`src/rtl/message_handler_v2_if.sv`:
```
// message_handler_v2_if: NoC-in, controller-in and packetizer-out buses of message_handler_v2.
// Latency: none (wires only).
// Backpressure: packetizer_busy stalls the handler; intf_busy stalls the controller.
interface message_handler_v2_if #(
  parameter int MSG_BITS     = 4,
  parameter int ADDRESS_BITS = 32,
  parameter int CACHE_WIDTH  = 128,
  parameter int ID_BITS      = 3
);
  // Incoming NoC message (from depacketizer)
  logic [MSG_BITS-1:0]     noc_msg_in;
  logic [ADDRESS_BITS-1:0] noc_address_in;
  logic [CACHE_WIDTH-1:0]  noc_data_in;
  logic [ID_BITS-1:0]      noc_src_id;
  // Outgoing NoC message (to packetizer)
  logic                    packetizer_busy;
  logic [MSG_BITS-1:0]     noc_msg_out;
  logic [ADDRESS_BITS-1:0] noc_address_out;
  logic [CACHE_WIDTH-1:0]  noc_data_out;
  logic [ID_BITS-1:0]      noc_dest_id;
  // Controller message
  logic [MSG_BITS-1:0]     ctrl_msg_in;
  logic [ADDRESS_BITS-1:0] ctrl_address_in;
  logic [CACHE_WIDTH-1:0]  ctrl_data_in;
  logic [ID_BITS-1:0]      ctrl_dest_id;
  logic                    intf_busy;

  // Handler side
  modport slave (
    input  noc_msg_in, noc_address_in, noc_data_in, noc_src_id,
    input  packetizer_busy,
    input  ctrl_msg_in, ctrl_address_in, ctrl_data_in, ctrl_dest_id,
    output noc_msg_out, noc_address_out, noc_data_out, noc_dest_id,
    output intf_busy
  );

  // Environment side (controller, packetizer, depacketizer)
  modport master (
    output noc_msg_in, noc_address_in, noc_data_in, noc_src_id,
    output packetizer_busy,
    output ctrl_msg_in, ctrl_address_in, ctrl_data_in, ctrl_dest_id,
    input  noc_msg_out, noc_address_out, noc_data_out, noc_dest_id,
    input  intf_busy
  );
endinterface

```
`src/rtl/message_handler_v2.sv`:
```
// message_handler_v2: classifies NoC messages into request/response buffers, Nacks overflowing
// requests, and arbitrates Nacks (priority) and controller messages onto the packetizer.
// Latency: 1 cycle into buffers/FIFOs, +1 cycle to the registered packetizer output.
// Backpressure: packetizer_busy holds the output stage; intf_busy (output FIFO full) holds the controller.
// Optional: define MH_NACK_STATS_EN for the saturating consumed-Nack counter on o_nack_count.

// mh2_fifo: generic power-of-two FIFO with combinational head and occupancy flags.
// Latency: push visible at head one cycle after the edge.
// Backpressure: push on full is dropped and flagged on o_overflow; pop on empty is ignored.
module mh2_fifo #(
  parameter int W          = 8,
  parameter int DEPTH_BITS = 1
) (
  input  logic         i_clock,
  input  logic         i_reset,
  input  logic         i_push,
  input  logic [W-1:0] i_push_dat,
  input  logic         i_pop,
  output logic [W-1:0] o_head_dat,
  output logic         o_empty,
  output logic         o_full,
  output logic         o_overflow
);
  localparam int                    DEPTH    = 1 << DEPTH_BITS;
  localparam logic [DEPTH_BITS:0]   CNT_FULL = (DEPTH_BITS+1)'(DEPTH);
  localparam logic [DEPTH_BITS:0]   CNT_ONE  = (DEPTH_BITS+1)'(1);
  localparam logic [DEPTH_BITS-1:0] PTR_ONE  = DEPTH_BITS'(1);

  logic [W-1:0]          r_mem [DEPTH];
  logic [DEPTH_BITS-1:0] r_wr_ptr;
  logic [DEPTH_BITS-1:0] r_rd_ptr;
  logic [DEPTH_BITS:0]   r_count;
  logic                  w_push_eff;
  logic                  w_pop_eff;

  // Full is judged before the edge, so a same-cycle pop never makes room for a push.
  assign o_full     = (r_count == CNT_FULL);
  assign o_empty    = (r_count == '0);
  assign o_head_dat = r_mem[r_rd_ptr];
  assign o_overflow = i_push && o_full;
  assign w_push_eff = i_push && !o_full;
  assign w_pop_eff  = i_pop && !o_empty;

  // Storage is only read when occupied, so it carries no reset.
  always_ff @(posedge i_clock) begin
    if (w_push_eff) r_mem[r_wr_ptr] <= i_push_dat;
  end

  // Pointers wrap at the power-of-two depth; count tracks occupancy.
  always_ff @(posedge i_clock or negedge i_reset) begin
    if (!i_reset) begin
      r_wr_ptr <= '0;
      r_rd_ptr <= '0;
      r_count  <= '0;
    end else begin
      if (w_push_eff) r_wr_ptr <= r_wr_ptr + PTR_ONE;
      if (w_pop_eff)  r_rd_ptr <= r_rd_ptr + PTR_ONE;
      case ({w_push_eff, w_pop_eff})
        2'b10:   r_count <= r_count + CNT_ONE;
        2'b01:   r_count <= r_count - CNT_ONE;
        default: r_count <= r_count;
      endcase
    end
  end
endmodule

module message_handler_v2 #(
  parameter int CACHE_OFFSET_BITS   = 2,
  parameter int DATA_WIDTH          = 32,
  parameter int ADDRESS_BITS        = 32,
  parameter int MSG_BITS            = 4,
  parameter int ID_BITS             = 3,
  parameter int REQ_BUF_DEPTH_BITS  = 2,
  parameter int RESP_BUF_DEPTH_BITS = 2,
  parameter int OUT_BUF_DEPTH_BITS  = 1,
  parameter int NACK_BUF_DEPTH_BITS = 1,
  parameter logic [MSG_BITS-1:0]        NO_MSG       = '0,
  parameter logic [MSG_BITS-1:0]        NACK_MSG     = MSG_BITS'(4'hC),
  parameter logic [(1<<MSG_BITS)-1:0]   REQ_MSG_MASK = '0,
  localparam int CACHE_WIDTH = DATA_WIDTH << CACHE_OFFSET_BITS,
  localparam int BUF_WIDTH   = ID_BITS + MSG_BITS + ADDRESS_BITS + CACHE_WIDTH
) (
  input  logic                  i_clock,
  input  logic                  i_reset,
  message_handler_v2_if.slave   bus,
  input  logic                  i_reqbuf_read,
  input  logic                  i_respbuf_read,
  output logic                  o_reqbuf_empty,
  output logic                  o_reqbuf_full,
  output logic                  o_reqbuf_valid,
  output logic [BUF_WIDTH-1:0]  o_reqbuf_data,
  output logic                  o_respbuf_empty,
  output logic                  o_respbuf_full,
  output logic                  o_respbuf_valid,
  output logic [BUF_WIDTH-1:0]  o_respbuf_data,
  output logic                  o_err_overflow,
  output logic [15:0]           o_nack_count
);
  // Buffer entry, MSB first: {id, msg, addr, data}
  typedef struct packed {
    logic [ID_BITS-1:0]      id;
    logic [MSG_BITS-1:0]     msg;
    logic [ADDRESS_BITS-1:0] addr;
    logic [CACHE_WIDTH-1:0]  data;
  } buf_t;

  // Rejected request: who to tell and which address
  typedef struct packed {
    logic [ID_BITS-1:0]      id;
    logic [ADDRESS_BITS-1:0] addr;
  } nack_t;

  typedef enum logic {ST_IDLE, ST_HOLD} state_t;

  logic  w_noc_vld, w_noc_is_req;
  buf_t  w_noc_ent, w_ctrl_ent;
  nack_t w_nack_ent;
  logic  w_req_push, w_resp_push, w_nack_push, w_out_push;
  logic  w_req_pop, w_resp_pop, w_nack_pop, w_out_pop;
  buf_t  w_req_head, w_resp_head, w_out_head;
  nack_t w_nack_head;
  logic  w_req_empty, w_req_full, w_resp_empty, w_resp_full;
  logic  w_nack_empty, w_nack_full, w_out_empty, w_out_full;
  logic  w_req_ovf, w_resp_ovf, w_nack_ovf, w_out_ovf;
  logic  w_consume;

  logic  r_reqbuf_valid, r_respbuf_valid, r_err;
  buf_t  r_reqbuf_data, r_respbuf_data;
  state_t r_state, w_state_nxt;
  buf_t  r_out, w_out_nxt;

  assign w_noc_vld    = (bus.noc_msg_in != NO_MSG);
  assign w_noc_is_req = REQ_MSG_MASK[bus.noc_msg_in];
  assign w_noc_ent    = '{bus.noc_src_id, bus.noc_msg_in, bus.noc_address_in, bus.noc_data_in};
  assign w_ctrl_ent   = '{bus.ctrl_dest_id, bus.ctrl_msg_in, bus.ctrl_address_in, bus.ctrl_data_in};
  assign w_nack_ent   = '{bus.noc_src_id, bus.noc_address_in};

  // A request meeting a full buffer turns into a Nack instead of a push.
  assign w_req_push  = w_noc_vld && w_noc_is_req && !w_req_full;
  assign w_nack_push = w_noc_vld && w_noc_is_req && w_req_full;
  assign w_resp_push = w_noc_vld && !w_noc_is_req;
  assign w_out_push  = (bus.ctrl_msg_in != NO_MSG) && !w_out_full;
  assign w_req_pop   = i_reqbuf_read && !w_req_empty;
  assign w_resp_pop  = i_respbuf_read && !w_resp_empty;

  mh2_fifo #(.W(BUF_WIDTH), .DEPTH_BITS(REQ_BUF_DEPTH_BITS)) u_req_fifo (
    .i_clock(i_clock), .i_reset(i_reset), .i_push(w_req_push), .i_push_dat(w_noc_ent),
    .i_pop(w_req_pop), .o_head_dat(w_req_head), .o_empty(w_req_empty), .o_full(w_req_full),
    .o_overflow(w_req_ovf));

  mh2_fifo #(.W(BUF_WIDTH), .DEPTH_BITS(RESP_BUF_DEPTH_BITS)) u_resp_fifo (
    .i_clock(i_clock), .i_reset(i_reset), .i_push(w_resp_push), .i_push_dat(w_noc_ent),
    .i_pop(w_resp_pop), .o_head_dat(w_resp_head), .o_empty(w_resp_empty), .o_full(w_resp_full),
    .o_overflow(w_resp_ovf));

  mh2_fifo #(.W(ID_BITS + ADDRESS_BITS), .DEPTH_BITS(NACK_BUF_DEPTH_BITS)) u_nack_fifo (
    .i_clock(i_clock), .i_reset(i_reset), .i_push(w_nack_push), .i_push_dat(w_nack_ent),
    .i_pop(w_nack_pop), .o_head_dat(w_nack_head), .o_empty(w_nack_empty), .o_full(w_nack_full),
    .o_overflow(w_nack_ovf));

  mh2_fifo #(.W(BUF_WIDTH), .DEPTH_BITS(OUT_BUF_DEPTH_BITS)) u_out_fifo (
    .i_clock(i_clock), .i_reset(i_reset), .i_push(w_out_push), .i_push_dat(w_ctrl_ent),
    .i_pop(w_out_pop), .o_head_dat(w_out_head), .o_empty(w_out_empty), .o_full(w_out_full),
    .o_overflow(w_out_ovf));

  assign bus.intf_busy   = w_out_full;
  assign o_reqbuf_empty  = w_req_empty;
  assign o_reqbuf_full   = w_req_full;
  assign o_respbuf_empty = w_resp_empty;
  assign o_respbuf_full  = w_resp_full;
  assign o_reqbuf_valid  = r_reqbuf_valid;
  assign o_respbuf_valid = r_respbuf_valid;
  assign o_reqbuf_data   = r_reqbuf_data;
  assign o_respbuf_data  = r_respbuf_data;
  assign o_err_overflow  = r_err;

  // Popped entries: one-cycle valid pulse, data held until the next successful pop.
  always_ff @(posedge i_clock or negedge i_reset) begin
    if (!i_reset) begin
      r_reqbuf_valid  <= 1'b0;
      r_respbuf_valid <= 1'b0;
      r_reqbuf_data   <= '0;
      r_respbuf_data  <= '0;
    end else begin
      r_reqbuf_valid  <= w_req_pop;
      r_respbuf_valid <= w_resp_pop;
      if (w_req_pop)  r_reqbuf_data  <= w_req_head;
      if (w_resp_pop) r_respbuf_data <= w_resp_head;
    end
  end

  // Sticky overflow: any dropped response, Nack or controller message.
  always_ff @(posedge i_clock or negedge i_reset) begin
    if (!i_reset) r_err <= 1'b0;
    else          r_err <= r_err | w_resp_ovf | w_nack_ovf | w_out_ovf | w_req_ovf;
  end

  // Output stage state and registered packetizer message.
  always_ff @(posedge i_clock or negedge i_reset) begin
    if (!i_reset) begin
      r_state <= ST_IDLE;
      r_out   <= '{'0, NO_MSG, '0, '0};
    end else begin
      r_state <= w_state_nxt;
      r_out   <= w_out_nxt;
    end
  end

  // Output stage: hold while busy, reload on consumption with Nacks ahead of controller traffic.
  always_comb begin
    w_state_nxt = r_state;
    w_out_nxt   = r_out;
    w_nack_pop  = 1'b0;
    w_out_pop   = 1'b0;
    w_consume   = 1'b0;
    if (r_state == ST_HOLD && !bus.packetizer_busy) begin
      w_consume   = 1'b1;
      w_state_nxt = ST_IDLE;
      w_out_nxt   = '{'0, NO_MSG, '0, '0};
    end
    if (r_state == ST_IDLE || w_consume) begin
      if (!w_nack_empty) begin
        w_nack_pop  = 1'b1;
        w_state_nxt = ST_HOLD;
        w_out_nxt   = '{w_nack_head.id, NACK_MSG, w_nack_head.addr, '0};
      end else if (!w_out_empty) begin
        w_out_pop   = 1'b1;
        w_state_nxt = ST_HOLD;
        w_out_nxt   = w_out_head;
      end
    end
  end

  assign bus.noc_msg_out     = r_out.msg;
  assign bus.noc_address_out = r_out.addr;
  assign bus.noc_data_out    = r_out.data;
  assign bus.noc_dest_id     = r_out.id;

`ifdef MH_NACK_STATS_EN
  logic        r_is_nack;
  logic [15:0] r_nack_count;

  // Remember whether the presented message is a Nack, and count Nacks the packetizer takes.
  always_ff @(posedge i_clock or negedge i_reset) begin
    if (!i_reset) begin
      r_is_nack    <= 1'b0;
      r_nack_count <= 16'd0;
    end else begin
      if (w_nack_pop)     r_is_nack <= 1'b1;
      else if (w_out_pop) r_is_nack <= 1'b0;
      if (w_consume && r_is_nack && r_nack_count != 16'hFFFF)
        r_nack_count <= r_nack_count + 16'd1;
    end
  end

  assign o_nack_count = r_nack_count;
`else
  assign o_nack_count = 16'd0;
`endif
endmodule

```
`src/flat_wrapper.sv`:
```
// flat-port wrapper written by rule: the top's interface ports become plain ports
module message_handler_v2_flat 
#(
  parameter int CACHE_OFFSET_BITS   = 2,
  parameter int DATA_WIDTH          = 32,
  parameter int ADDRESS_BITS        = 32,
  parameter int MSG_BITS            = 4,
  parameter int ID_BITS             = 3,
  parameter int REQ_BUF_DEPTH_BITS  = 2,
  parameter int RESP_BUF_DEPTH_BITS = 2,
  parameter int OUT_BUF_DEPTH_BITS  = 1,
  parameter int NACK_BUF_DEPTH_BITS = 1,
  parameter logic [MSG_BITS-1:0]        NO_MSG       = '0,
  parameter logic [MSG_BITS-1:0]        NACK_MSG     = MSG_BITS'(4'hC),
  parameter logic [(1<<MSG_BITS)-1:0]   REQ_MSG_MASK = '0,
  localparam int CACHE_WIDTH = DATA_WIDTH << CACHE_OFFSET_BITS,
  localparam int BUF_WIDTH   = ID_BITS + MSG_BITS + ADDRESS_BITS + CACHE_WIDTH
)
  (i_clock, i_reset, i_reqbuf_read, i_respbuf_read, o_reqbuf_empty, o_reqbuf_full, o_reqbuf_valid, o_reqbuf_data, o_respbuf_empty, o_respbuf_full, o_respbuf_valid, o_respbuf_data, o_err_overflow, o_nack_count, bus_noc_msg_in, bus_noc_address_in, bus_noc_data_in, bus_noc_src_id, bus_packetizer_busy, bus_ctrl_msg_in, bus_ctrl_address_in, bus_ctrl_data_in, bus_ctrl_dest_id, bus_noc_msg_out, bus_noc_address_out, bus_noc_data_out, bus_noc_dest_id, bus_intf_busy);
  message_handler_v2_if #(.MSG_BITS(MSG_BITS), .ADDRESS_BITS(ADDRESS_BITS), .CACHE_WIDTH(128), .ID_BITS(ID_BITS)) bus_i ();
  input  logic i_clock;
  input  logic i_reset;
  input  logic i_reqbuf_read;
  input  logic i_respbuf_read;
  output logic o_reqbuf_empty;
  output logic o_reqbuf_full;
  output logic o_reqbuf_valid;
  output logic [BUF_WIDTH-1:0] o_reqbuf_data;
  output logic o_respbuf_empty;
  output logic o_respbuf_full;
  output logic o_respbuf_valid;
  output logic [BUF_WIDTH-1:0] o_respbuf_data;
  output logic o_err_overflow;
  output logic [15:0] o_nack_count;
  input wire logic [$bits(bus_i.noc_msg_in)-1:0] bus_noc_msg_in;
  input wire logic [$bits(bus_i.noc_address_in)-1:0] bus_noc_address_in;
  input wire logic [$bits(bus_i.noc_data_in)-1:0] bus_noc_data_in;
  input wire logic [$bits(bus_i.noc_src_id)-1:0] bus_noc_src_id;
  input wire logic [$bits(bus_i.packetizer_busy)-1:0] bus_packetizer_busy;
  input wire logic [$bits(bus_i.ctrl_msg_in)-1:0] bus_ctrl_msg_in;
  input wire logic [$bits(bus_i.ctrl_address_in)-1:0] bus_ctrl_address_in;
  input wire logic [$bits(bus_i.ctrl_data_in)-1:0] bus_ctrl_data_in;
  input wire logic [$bits(bus_i.ctrl_dest_id)-1:0] bus_ctrl_dest_id;
  output wire logic [$bits(bus_i.noc_msg_out)-1:0] bus_noc_msg_out;
  output wire logic [$bits(bus_i.noc_address_out)-1:0] bus_noc_address_out;
  output wire logic [$bits(bus_i.noc_data_out)-1:0] bus_noc_data_out;
  output wire logic [$bits(bus_i.noc_dest_id)-1:0] bus_noc_dest_id;
  output wire logic [$bits(bus_i.intf_busy)-1:0] bus_intf_busy;
  assign bus_i.noc_msg_in = bus_noc_msg_in;
  assign bus_i.noc_address_in = bus_noc_address_in;
  assign bus_i.noc_data_in = bus_noc_data_in;
  assign bus_i.noc_src_id = bus_noc_src_id;
  assign bus_i.packetizer_busy = bus_packetizer_busy;
  assign bus_i.ctrl_msg_in = bus_ctrl_msg_in;
  assign bus_i.ctrl_address_in = bus_ctrl_address_in;
  assign bus_i.ctrl_data_in = bus_ctrl_data_in;
  assign bus_i.ctrl_dest_id = bus_ctrl_dest_id;
  assign bus_noc_msg_out = bus_i.noc_msg_out;
  assign bus_noc_address_out = bus_i.noc_address_out;
  assign bus_noc_data_out = bus_i.noc_data_out;
  assign bus_noc_dest_id = bus_i.noc_dest_id;
  assign bus_intf_busy = bus_i.intf_busy;
  message_handler_v2 #(.CACHE_OFFSET_BITS(CACHE_OFFSET_BITS), .DATA_WIDTH(DATA_WIDTH), .ADDRESS_BITS(ADDRESS_BITS), .MSG_BITS(MSG_BITS), .ID_BITS(ID_BITS), .REQ_BUF_DEPTH_BITS(REQ_BUF_DEPTH_BITS), .RESP_BUF_DEPTH_BITS(RESP_BUF_DEPTH_BITS), .OUT_BUF_DEPTH_BITS(OUT_BUF_DEPTH_BITS), .NACK_BUF_DEPTH_BITS(NACK_BUF_DEPTH_BITS), .NO_MSG(NO_MSG), .NACK_MSG(NACK_MSG), .REQ_MSG_MASK(REQ_MSG_MASK)) u_core (.i_clock(i_clock), .i_reset(i_reset), .bus(bus_i), .i_reqbuf_read(i_reqbuf_read), .i_respbuf_read(i_respbuf_read), .o_reqbuf_empty(o_reqbuf_empty), .o_reqbuf_full(o_reqbuf_full), .o_reqbuf_valid(o_reqbuf_valid), .o_reqbuf_data(o_reqbuf_data), .o_respbuf_empty(o_respbuf_empty), .o_respbuf_full(o_respbuf_full), .o_respbuf_valid(o_respbuf_valid), .o_respbuf_data(o_respbuf_data), .o_err_overflow(o_err_overflow), .o_nack_count(o_nack_count));
endmodule
```
`config.mk`:
```
export PLATFORM = sky130hd
export DESIGN_NAME = message_handler_v2_flat
export DESIGN_NICKNAME = d
export VERILOG_FILES = /design/src/rtl/message_handler_v2_if.sv /design/src/rtl/message_handler_v2.sv /design/src/flat_wrapper.sv
export SDC_FILE = /design/constraint.sdc
export NUM_CORES = 1
export LEC_CHECK = 0
export CAP_MARGIN = 20
export CORE_ASPECT_RATIO = 0.75
export CORE_MARGIN = 5
export CORE_UTILIZATION = 48
export DETAILED_ROUTE_END_ITERATION = 10
export PLACE_DENSITY = 0.76
export SYNTH_ARGS = -nofsm -noshare
export SYNTH_HDL_FRONTEND = slang
export SYNTH_SLANG_ARGS = --single-unit
export TNS_END_PERCENT = 10
```
`constraint.sdc`:
```
create_clock -name i_clock -period 8.4 [get_ports i_clock]
set_input_delay 1.68 -clock i_clock [delete_from_list [all_inputs] [get_ports i_clock]]
set_output_delay 1.68 -clock i_clock [all_outputs]
set_load 0.05 [all_outputs]
```
==> run_results.csv <==
group,metric,value,unit
setup_path,critPathKind,"primary input to flop",
setup_path,cp_slowest_stage_delay,0.86,ns
logic_synthesis,post_synthesis_cell_area,50300,um^2
place,post-dp-hpwl,77.0,mm
place,routabilityCongestion,0.851,
place,io_buffer_count,680,
detailed_routing,antenna_left,0,
place,place_ws,3.33,ns
clocking,clk_latency,0.75,ns
logic_synthesis,synth.avg_cell_area,18.3,um^2
setup_path,worstSetupStartpointType,"primary input",
sta,fin_crit,4.29,ns
sta,setup_viol,0,
floorplan,height_of_the_die,290,um
pwr,static_power_due_to_leakage,0.0233,uW
detailed_routing,dr.first_iter.drc_count,1959,
pwr,vdd_ir_drop_max,0.392,mV
finish,fin_nets,3801,
finish,area_growth,23.7,%
sta,final_worst_clock_skew,0.0282,ns
logic_synthesis,synth.lib_cells_used.distinct,37,
status,run_status,"complete, no violations",
logic_synthesis,yosysSeqAreaShare,0.774,
grt,grt_remaining_overflow,0,
detailed_routing,firstDrtPassIters,6,
sta,hold_slack,0.472,ns
grt,pin_count_of_the_biggest_net_entering_global_routing,170,
sta,max_freq,233,MHz
clocking,cts_hold_buffers,0,
detailed_routing,drcViolationCount,0,
clocking,cts.htree.levels,4,
sta,post_route_fraction_of_the_period_consumed_by_the_critical_path,0.511,
floorplan,die_area,111000,um^2
detailed_routing,detail_route.vias_per_cell,5.22,
clocking,worst_setup_hold_path_clk_slew,0.06,ns
logic_synthesis,dominantRegCellSynth,"sky130_fd_sc_hd__edfxtp_1",
setup_path,critical_path.cell_chain,"clkdlybuf4s50_1 -> nor4_1 -> nor2_1 -> and2_4 -> buf_4",
logic_synthesis,synth.ff_latch_count,1356,
setup_path,cp.buffers_inverters,2,
logic_synthesis,synthesis.instances,2750,
place,placedCellCount,4725,
setup_path,worst-path-max-fanout,63,
setup_path,required,8.74,ns
sta,fin_ws,4.11,ns
pwr,total_power,27100,uW
clocking,clockRootBuffer,"sky130_fd_sc_hd__clkbuf_16",
setup_path,worst_path_dominant_cell_family,"buffers and inverters",
setup_path,worst-endpoint-arrival,4.63,ns
grt,grt_first_pass_wirelength,177,mm
floorplan,initial_utilization,0.485,
grt,antenna_violations_before_repair,43,
sta,maxSlewHeadroom,0.272,
logic_synthesis,synth-warning-count,0,
setup_path,timing.critical_path.to_type,"flop",
detailed_routing,routed_length_per_placed_instance,24.4,um
finish,layout-drive-gt1-share,0.112,
detailed_routing,detailroute.via_count,26100,
sta,transition_at_the_pin_with_the_smallest_max_transition_slack,1.08,ns
job,timing.max_cap.violations,0,
grt,grt_pass1_vias,26684,
clocking,cts.repair_timing.setup_buffer_count,0,
floorplan,floorplan.rows,102,
grt,grt_usage,0.214,
setup_path,critPathSlowestCell,"sky130_fd_sc_hd__buf_4",
sta,unrepaired_setup_endpoints_after_global_routing,"false",
clocking,clock_tree_from_tritoncts,"built",
floorplan,chipWidth,384,um
finish,fin_cells,4999,
sta,setup_total_neg_slack,0,ns
clocking,tritoncts.num_buffers,130,
logic_synthesis,synth-async-reset-ratio,0.261,
sta,timing_max_transition_violations_final,0,
detailed_routing,drt_wl_total,122,mm
clocking,cells_resized_by_post_cts_repair,0,
clocking,clock_path_buffers,3,
worst_hold_path,hold_path.class,"flop to flop",
floorplan,top_level_ports,864,
logic_synthesis,synth_edf_count,1002,
sta,timing_hold_violations_final,0,
clocking,cts.sinks,1356,
pwr,p_per_area,436,nW/um^2
floorplan,placeable_core_region,104000,um^2
[synth_stat cells (3+ instances only)]
cell,number,area [um^2]
sky130_fd_sc_hd__a21oi_1,3,15.0
sky130_fd_sc_hd__and2_1,4,25.0
sky130_fd_sc_hd__buf_1,13,48.8
sky130_fd_sc_hd__buf_2,48,240
sky130_fd_sc_hd__buf_4,207,1550
sky130_fd_sc_hd__clkbuf_1,43,161
sky130_fd_sc_hd__dfrtp_1,354,8860
sky130_fd_sc_hd__edfxtp_1,1002,30100
sky130_fd_sc_hd__ha_1,6,75.1
sky130_fd_sc_hd__inv_1,12,45.0
sky130_fd_sc_hd__mux2i_1,168,1680
sky130_fd_sc_hd__mux4_2,167,3760
sky130_fd_sc_hd__nand2_1,508,1910
sky130_fd_sc_hd__nor2_1,9,33.8
sky130_fd_sc_hd__nor4_1,3,18.8
sky130_fd_sc_hd__o2bb2ai_1,165,1450
sky130_fd_sc_hd__xnor2_1,9,78.8
sky130_fd_sc_hd__xor2_1,3,26.3
[where the power goes]
part           switching (uW)  internal (uW)  total [uW]  leakage (uW)
sequential               1160          10200       11400        0.0138
clock                    2540           3240        5780       0.00208
combinational            6660           3350       10000       0.00742
total                   10400          16800       27100        0.0233
[path summary, 6_finish.rpt]
check / slack [ns] / cells after the start / endpoint / from
worst min-delay path: 0.47 / 2 / u_core.o_respbuf_data[70]$_DFFE_PN0P_ / u_core.o_respbuf_data[70]$_DFFE_PN0P_
max in group asynchronous: 5.53 / 3 / u_core.o_respbuf_data[44]$_DFFE_PN0P_ / i_reset
worst max-delay path: 4.11 / 5 / u_core.u_resp_fifo.r_mem[2][153]$_DFFE_PP_ / bus_noc_msg_in[0]
worst max register to register: 5.07 / 6 / u_core.u_resp_fifo.r_mem[2][153]$_DFFE_PP_ / u_core.u_resp_fifo.r_count[0]$_DFFE_PN0P_
worst min register to register: 0.47 / 2 / u_core.o_respbuf_data[70]$_DFFE_PN0P_ / u_core.o_respbuf_data[70]$_DFFE_PN0P_
min in group asynchronous: 0.94 / 1 / u_core.bus.noc_address_out[6]$_DFF_PN0_ / i_reset
[area by class of cell]
cell class | instances | area, um^2
Tap cell | 1404 | 1760
Inverter | 13 | 53.8
Antenna cell | 32 | 80.1
Fill cell | 7471 | 41400
Multi-Input combinational cell | 1250 | 9990
Clock inverter | 63 | 614
Clock buffer | 178 | 3640
Timing Repair Buffer | 703 | 7110
Sequential cell | 1356 | 39000
[registers in the layout, summed over array words and instances (netlist names), 3 cells and up]
name / count
u_core.u_resp_fifo.r_mem: 668
u_core.u_out_fifo.r_mem: 334
u_core.o_respbuf_data: 167
u_core.bus.noc_data_out: 128
u_core.bus.noc_address_out: 32
u_core.bus.noc_msg_out: 4
u_core.bus.noc_dest_id: 3
u_core.u_req_fifo.r_count: 3
u_core.u_resp_fifo.r_count: 3
[placed cells by master, fill, tap and decap left out, types with 6 or more instances in the layout]
| cell type | instances |
|---|---|
| sky130_fd_sc_hd__edfxtp_1 | 1002 |
| sky130_fd_sc_hd__o2bb2ai_1 | 165 |
| sky130_fd_sc_hd__mux4_2 | 167 |
| sky130_fd_sc_hd__buf_4 | 13 |
| sky130_fd_sc_hd__clkbuf_16 | 133 |
| sky130_fd_sc_hd__clkbuf_1 | 31 |
| sky130_fd_sc_hd__clkdlybuf4s50_1 | 679 |
| sky130_fd_sc_hd__nor2_1 | 7 |
| sky130_fd_sc_hd__clkbuf_8 | 14 |
| sky130_fd_sc_hd__xnor2_1 | 9 |
| sky130_fd_sc_hd__inv_6 | 6 |
| sky130_fd_sc_hd__dfrtp_1 | 351 |
| sky130_fd_sc_hd__buf_12 | 10 |
| sky130_fd_sc_hd__nand2_1 | 507 |
| sky130_fd_sc_hd__ha_1 | 6 |
| sky130_fd_sc_hd__clkinv_2 | 23 |
| sky130_fd_sc_hd__clkinv_1 | 16 |
| sky130_fd_sc_hd__diode_2 | 32 |
| sky130_fd_sc_hd__mux2i_1 | 168 |
| sky130_fd_sc_hd__inv_1 | 12 |
| sky130_fd_sc_hd__conb_1 | 183 |
[per-layer routing]
layer	routed length, um	global-route usage	vias to the layer above	share of wire
li1	-	-	11450	-
met1	47600	0.276	13492	0.39
met2	61700	0.344	911	0.51
met3	8460	0.0584	227	0.069
met4	4150	0.0936	20	0.034
met5	138	0	-	0.0011
[tightest hold or removal path, stage by stage (launching register included)]
cell and delay [ns]:
sky130_fd_sc_hd__dfrtp_1 0.34, sky130_fd_sc_hd__nand2_1 0.05, sky130_fd_sc_hd__nand2_1 0.05
[per-stage QoR]
stage / util / instance area (um^2)
global placement: 0.558 / 57900
detailed placement: 0.558 / 57900
floorplan: - / 51000
finish: 0.600 / 62200
CTS: 0.599 / 62100
global route: 0.600 / 62200
[cells by family after synthesis]
family / share of synthesized area
flip-flops: 0.774
AND/OR/NAND/NOR: 0.0407
multiplexers: 0.108
buffers and inverters: 0.0413
AO/OA/AOI/OAI: 0.0308
XOR/XNOR: 0.00209
adder cells (fa/ha/maj): 0.00229
other: 0.0000745
(Power assumes the default switching activity.)
